<file path="src/rtl/slc3_pkg.sv">
// rtl/slc3_pkg.sv - shared SLC-3 memory arbiter types and owner encodings
package slc3_pkg;

    typedef enum logic [1:0] {
        IDLE  = 2'd0,
        ISSUE = 2'd1,
        WAIT  = 2'd2,
        ACK   = 2'd3
    } arb_state_t;

    localparam logic OWNER_CPU = 1'b0;
    localparam logic OWNER_DBG = 1'b1;

    localparam int LAT_CNT_W = 3;

endpackage

</file>
<file path="src/rtl/mem_arbiter_pick.sv">
// rtl/mem_arbiter_pick.sv - arb_pick grant select; MEM_ARB_RR_EN gives round-robin ties, else CPU priority
module arb_pick
    import slc3_pkg::*;
(
    input  logic cpu_req_i,
    input  logic dbg_req_i,
`ifdef MEM_ARB_RR_EN
    input  logic last_owner_i,
`endif
    output logic gnt_valid_o,
    output logic gnt_owner_o
);

    always_comb begin
        gnt_valid_o = cpu_req_i | dbg_req_i;
`ifdef MEM_ARB_RR_EN
        // On a tie the requester that did not win last time goes first.
        if (cpu_req_i && dbg_req_i) begin
            gnt_owner_o = ~last_owner_i;
        end else begin
            gnt_owner_o = dbg_req_i ? OWNER_DBG : OWNER_CPU;
        end
`else
        gnt_owner_o = cpu_req_i ? OWNER_CPU : OWNER_DBG;
`endif
    end

endmodule

</file>
<file path="src/rtl/mem_arbiter.sv">
// rtl/mem_arbiter.sv - CPU/debug arbiter for the single SLC-3 memory port; MEM_ARB_RR_EN enables round-robin
module mem_arbiter
    import slc3_pkg::*;
#(
    parameter int DATA_WIDTH = 16,
    parameter int ADDR_WIDTH = 16,
    parameter int RD_LATENCY = 2,
    parameter int WR_LATENCY = 0
) (
    input  logic                  clk,
    input  logic                  reset,
    input  logic                  cpu_req_i,
    input  logic                  cpu_we_i,
    input  logic [ADDR_WIDTH-1:0] cpu_addr_i,
    input  logic [DATA_WIDTH-1:0] cpu_wdata_i,
    output logic [DATA_WIDTH-1:0] cpu_rdata_o,
    output logic                  cpu_ack_o,
    input  logic                  dbg_req_i,
    input  logic                  dbg_we_i,
    input  logic [ADDR_WIDTH-1:0] dbg_addr_i,
    input  logic [DATA_WIDTH-1:0] dbg_wdata_i,
    output logic [DATA_WIDTH-1:0] dbg_rdata_o,
    output logic                  dbg_ack_o,
    output logic [ADDR_WIDTH-1:0] mem_addr,
    output logic [DATA_WIDTH-1:0] mem_wdata,
    output logic                  mem_mem_ena,
    output logic                  mem_wr_ena,
    input  logic [DATA_WIDTH-1:0] mem_rdata,
    output logic                  busy_o,
    output logic                  owner_o
);

    if (RD_LATENCY < 1 || RD_LATENCY > 7) begin : g_bad_rd_latency
        $error("mem_arbiter: RD_LATENCY must be in 1..7");
    end
    if (WR_LATENCY < 0 || WR_LATENCY > 7) begin : g_bad_wr_latency
        $error("mem_arbiter: WR_LATENCY must be in 0..7");
    end

    localparam logic [LAT_CNT_W-1:0] RD_LAT = LAT_CNT_W'(RD_LATENCY);
    localparam logic [LAT_CNT_W-1:0] WR_LAT = LAT_CNT_W'(WR_LATENCY);

    arb_state_t state_q, state_d;

    logic                  we_q, we_d;
    logic [ADDR_WIDTH-1:0] addr_q, addr_d;
    logic [DATA_WIDTH-1:0] wdata_q, wdata_d;
    logic                  owner_q, owner_d;
    logic [LAT_CNT_W-1:0]  cnt_q, cnt_d;
    logic                  cpu_armed_q, cpu_armed_d;
    logic                  dbg_armed_q, dbg_armed_d;
    logic [DATA_WIDTH-1:0] cpu_rdata_q, cpu_rdata_d;
    logic [DATA_WIDTH-1:0] dbg_rdata_q, dbg_rdata_d;

    logic                  gnt_valid;
    logic                  gnt_owner;
    logic                  grant;
    logic [LAT_CNT_W-1:0]  issue_lat;
    logic                  rd_capture;

`ifdef MEM_ARB_RR_EN
    logic last_owner_q, last_owner_d;
`endif

    arb_pick u_pick (
        .cpu_req_i    (cpu_req_i & cpu_armed_q),
        .dbg_req_i    (dbg_req_i & dbg_armed_q),
`ifdef MEM_ARB_RR_EN
        .last_owner_i (last_owner_q),
`endif
        .gnt_valid_o  (gnt_valid),
        .gnt_owner_o  (gnt_owner)
    );

    assign grant      = (state_q == IDLE) && gnt_valid;
    assign issue_lat  = we_q ? WR_LAT : RD_LAT;
    // mem_rdata is valid exactly RD_LATENCY cycles after the strobe, i.e. the last WAIT cycle.
    assign rd_capture = (state_q == WAIT) && !we_q && (cnt_q == LAT_CNT_W'(1));

    always_ff @(posedge clk or posedge reset) begin
        if (reset) begin
            state_q <= IDLE;
        end else begin
            state_q <= state_d;
        end
    end

    always_comb begin
        state_d = state_q;
        case (state_q)
            IDLE:    if (gnt_valid) state_d = ISSUE;
            ISSUE:   state_d = (issue_lat != '0) ? WAIT : ACK;
            WAIT:    if (cnt_q <= LAT_CNT_W'(1)) state_d = ACK;
            ACK:     state_d = IDLE;
            default: state_d = IDLE;
        endcase
    end

    always_comb begin
        mem_mem_ena = (state_q == ISSUE);
        mem_wr_ena  = (state_q == ISSUE) && we_q;
        busy_o      = (state_q != IDLE);
        cpu_ack_o   = (state_q == ACK) && (owner_q == OWNER_CPU);
        dbg_ack_o   = (state_q == ACK) && (owner_q == OWNER_DBG);
        mem_addr    = addr_q;
        mem_wdata   = wdata_q;
        owner_o     = owner_q;
        cpu_rdata_o = cpu_rdata_q;
        dbg_rdata_o = dbg_rdata_q;
    end

    always_comb begin
        we_d        = we_q;
        addr_d      = addr_q;
        wdata_d     = wdata_q;
        owner_d     = owner_q;
        cnt_d       = cnt_q;
        cpu_armed_d = cpu_armed_q;
        dbg_armed_d = dbg_armed_q;
        cpu_rdata_d = cpu_rdata_q;
        dbg_rdata_d = dbg_rdata_q;

        if (grant) begin
            owner_d = gnt_owner;
            if (gnt_owner == OWNER_CPU) begin
                we_d        = cpu_we_i;
                addr_d      = cpu_addr_i;
                wdata_d     = cpu_wdata_i;
                cpu_armed_d = 1'b0;
            end else begin
                we_d        = dbg_we_i;
                addr_d      = dbg_addr_i;
                wdata_d     = dbg_wdata_i;
                dbg_armed_d = 1'b0;
            end
        end

        // A low request re-arms; a request held high after its ack stays disarmed.
        if (!cpu_req_i) cpu_armed_d = 1'b1;
        if (!dbg_req_i) dbg_armed_d = 1'b1;

        if (state_q == ISSUE) begin
            cnt_d = issue_lat;
        end else if (state_q == WAIT && cnt_q != '0) begin
            cnt_d = cnt_q - LAT_CNT_W'(1);
        end

        if (rd_capture) begin
            if (owner_q == OWNER_CPU) cpu_rdata_d = mem_rdata;
            else                      dbg_rdata_d = mem_rdata;
        end
    end

    always_ff @(posedge clk or posedge reset) begin
        if (reset) begin
            we_q        <= 1'b0;
            addr_q      <= '0;
            wdata_q     <= '0;
            owner_q     <= OWNER_CPU;
            cnt_q       <= '0;
            cpu_armed_q <= 1'b1;
            dbg_armed_q <= 1'b1;
            cpu_rdata_q <= '0;
            dbg_rdata_q <= '0;
        end else begin
            we_q        <= we_d;
            addr_q      <= addr_d;
            wdata_q     <= wdata_d;
            owner_q     <= owner_d;
            cnt_q       <= cnt_d;
            cpu_armed_q <= cpu_armed_d;
            dbg_armed_q <= dbg_armed_d;
            cpu_rdata_q <= cpu_rdata_d;
            dbg_rdata_q <= dbg_rdata_d;
        end
    end

`ifdef MEM_ARB_RR_EN
    always_comb begin
        last_owner_d = last_owner_q;
        if (grant) last_owner_d = gnt_owner;
    end

    // Starts at DBG so the CPU takes the first tie after reset.
    always_ff @(posedge clk or posedge reset) begin
        if (reset) begin
            last_owner_q <= OWNER_DBG;
        end else begin
            last_owner_q <= last_owner_d;
        end
    end
`endif

endmodule
</file>
<file path="config.mk">
export PLATFORM = sky130hd
export DESIGN_NAME = mem_arbiter
export DESIGN_NICKNAME = d
export VERILOG_FILES = /design/src/rtl/slc3_pkg.sv /design/src/rtl/mem_arbiter_pick.sv /design/src/rtl/mem_arbiter.sv
export SDC_FILE = /design/constraint.sdc
export NUM_CORES = 1
export LEC_CHECK = 0
export ABC_AREA = 0
export BUFFER_PORTS_ARGS = -buffer_cell sky130_fd_sc_hd__clkbuf_2
export CAP_MARGIN = 20
export CORE_MARGIN = 1
export CORE_UTILIZATION = 45
export CTS_CLUSTER_DIAMETER = 100
export CTS_CLUSTER_SIZE = 40
export DETAILED_ROUTE_END_ITERATION = 7
export PLACE_DENSITY = 0.8
export REMOVE_ABC_BUFFERS = 1
export SYNTH_ARGS = -nofsm -noshare
export SYNTH_HDL_FRONTEND = slang
export SYNTH_HIERARCHICAL = 1
export SYNTH_SLANG_ARGS = --single-unit
export TNS_END_PERCENT = 50
</file>
<file path="constraint.sdc">
create_clock -name clk -period 4.06 [get_ports clk]
set_input_delay 1.015 -clock clk [delete_from_list [all_inputs] [get_ports clk]]
set_output_delay 1.015 -clock clk [all_outputs]
set_load 0.005 [all_outputs]
</file>
==> flow_summary.yaml <==
power:
  cellLeakagePower_nw: 2.35
  seqPwrFrac_pct: 44.0
  p_int_mw: 1.89
  combPwrFrac_pct: 37.7
  p_clk_share_pct: 18.4
  finalPower_mw: 2.87
  swShare_pct: 34.2
  power_density_nw_per_um2: 667
  ir_drop_v: 0.000231
  p_sw_mw: 0.983
route:
  via_per_inst: 4.75
  wl_um: 6950
  wl_per_cell_um: 13.2
  drt_iter0_drc: 59
  drc: 0
  drt_pre_antenna_iters: 4
  postRouteAntennaNets: 0
  vias: 2503
global_route:
  antenna_found_initial: 0
  grt_pass1_vias: 2376
  grt_pass1_wl_um: 10900
  grt_util_all_layers_pct: 18.9
  grt_max_degree: 74
  grt_overflow: 0
sta:
  fin_crit_ns: 2.42
  whs_ns: 0.469
  fmax_mhz: 413
  fin_crit_sh_pct: 59.6
  tns_ns: 0
  worstMarginPinSlew_ns: 0.965
  slew_headroom_pct: 35.4
  hold_viol_final: 0
  drv_slew: 0
  rsz0062_at_grt: "false"
  fin_worst_skew_ns: 0.0113
  finalSetupViolations: 0
  fin_ws_ns: 1.64
critical_path:
  worstPathRequired_ns: 3.04
  critPathKind: "reg2out"
  timing.rr.end: "dbg_rdata_o[3]$_DFFE_PP0P_"
  reg2reg_depth: 4
  cp_slowest_stage_delay_ns: 0.41
  crit_path_end_kind: "output pin"
  cp.buffers_inverters: 3
  path_common_cell: "inv_1"
  worstReg2RegStart: "state_q[0]$_DFFE_PP0P_"
  crit_path_start_kind: "flop"
  reg2reg_setup_slack_ns: 2.09
  arrival_ns: 1.40
  worst-path-max-fanout: 5
  cp_slowest_cell: "dfrtp_1"
  cp_cell_sequence: "inv_1, ha_1, nand2_1, inv_1, clkbuf_2"
  cp_top_family: "flip-flops"
floorplanning:
  die_h_um: 87.6
  die_x_um: 87.6
  core_area_um2: 6940
  num_io_pins: 156
  dieArea_um2: 7670
  rows: 30
  start_util_pct: 47.5
cts:
  cts_post_setup_buffers_inserted: 0
  cts_inserted_buffers: 9
  cts-root-buf: "clkbuf_8"
  ctsHoldBuffers: 0
  clockBufferDepth: 2
  postCtsResizedCells: 0
  cts_tree: "done"
  htreeDepth: 3
  clk_latency_ns: 0.34
  path_clk_slew_ns: 0.08
  cts_num_sinks: 73
synthesis:
  synth.ff_latch_count: 73
  synth_cell_types: 32
  syn-mean-instance-area_um2: 12.0
  ys_warn_count: 6
  synth_area_um2: 3300
  syn_inst: 274
  synthAdderAreaFrac_pct: 3.04
  synth_edf_count: 0
  synth_xor_area_share_pct: 0
  synth_compound_area_share_pct: 7.25
  synth-simple-area-share_pct: 8.16
  synth_top_family_by_area: "multiplexers"
  synthArstFlopShare_pct: 100
  ys_seq_area_share_pct: 55.5
  synth_flop_cell: "dfrtp_1"
  muxShareOfSynthArea_pct: 22.1
placed_design:
  dp_slack_ns: 1.35
  routabilityCongestion: 0.789
  dp.cells: 511
  portBuffers: 155
  dpl_cell_area_um2: 4110
  dp_hpwl_um: 5350
cells_and_area:
  antennaDiodeCount: 0
  nets: 520
  final_common_cell: "clkbuf_2"
  design_area_um2: 4300
  area_growth_pct: 30.6
  final_core_util_pct: 62.0
  layout_common_cells: "clkbuf_2, dfrtp_1, nand2_1"
  drive_gt1_share_pct: 49.7
  final_cells: 527
min_path:
  hp-class: "reg2reg"
  min_from: "dbg_armed_q$_DFFE_PP1P_"
  whs_endpoint: "dbg_armed_q$_DFFE_PP1P_"
  hold_depth: 2
run_status:
  status: "finished, final reports clean"
flow_run:
  drv_cap: 0
[worst reg2reg max path: cells and delay by family (launching register included)]
family                   cells  cell delay (ns)
adder cells (fa/ha/maj)      1             0.35
flip-flops                   1             0.40
AND/OR/NAND/NOR              1             0.51
buffers and inverters        1             0.15
multiplexers                 1             0.46
[power groups by stage]
stage               clock network, mW  registers (mW)  logic (mW)
finish                          0.528            1.26        1.08
global placement                    0            1.26        1.06
detailed placement                  0            1.28        1.11
CTS                             0.543            1.27        1.11
global route                    0.585            1.31        1.23
floorplan                           0            1.28       0.576
[synthesized netlist by cell type (all sizes together), types with 2 or more instances]
library cell,number,share of area (%)
o21ai,37,5.6
and2,3,0.57
nand2b,2,0.38
buf,8,1.9
inv,11,1.3
a21oi,3,0.46
nand3,2,0.30
clkbuf,7,0.84
nand2,40,4.6
nor2,3,0.42
dfstp,2,1.6
mux2i,33,10
ha,8,3.0
mux2,32,12
dfrtp,71,54
[cells by family after synthesis]
logic type,after synthesis
mux,65
simple gates,57
buf+inv,26
flops,73
fa+ha+maj,8
compound gates,45
[cell type report]
cell class	count	area (um^2)
tap	96	120
clock buffer	11	151
sequential	73	1830
clock inverter	5	38.8
fill	584	2640
timing repair buffer	156	783
inverter	11	41.3
multi-input combinational	175	1340
[flip-flops by register name (all words and copies together) (netlist names)]
signal	count
state_q	2
dbg_armed_q	1
cpu_rdata_o	16
owner_o	1
cpu_armed_q	1
mem_wdata	16
mem_addr	16
dbg_rdata_o	16
we_q	1
cnt_q	3
[how the worst max path moves through the flow]
stage	depth (start not counted)	end	from
2_1_floorplan	1	cnt_q[0]$_DFFE_PP0P_	reset
3_3_place_gp	5	mem_addr[4]$_DFFE_PP0P_	cpu_req_i
3_5_place_dp	5	mem_wdata[10]$_DFFE_PP0P_	cpu_req_i
4_1_cts	5	mem_wr_ena	state_q[1]$_DFFE_PP0P_
5_1_grt	5	mem_wr_ena	state_q[1]$_DFFE_PP0P_
6_report	5	mem_wr_ena	state_q[1]$_DFFE_PP0P_
[per-layer routing]
metal,GRT usage (%),vias up,part of all wire (%)
met2,31.8,111,49
met4,6.71,0,1.0
met5,0,-,0
li1,-,1238,-
met3,6.50,6,8.3
met1,22.5,1148,42
No activity file was read; power rests on OpenSTA's default activity.
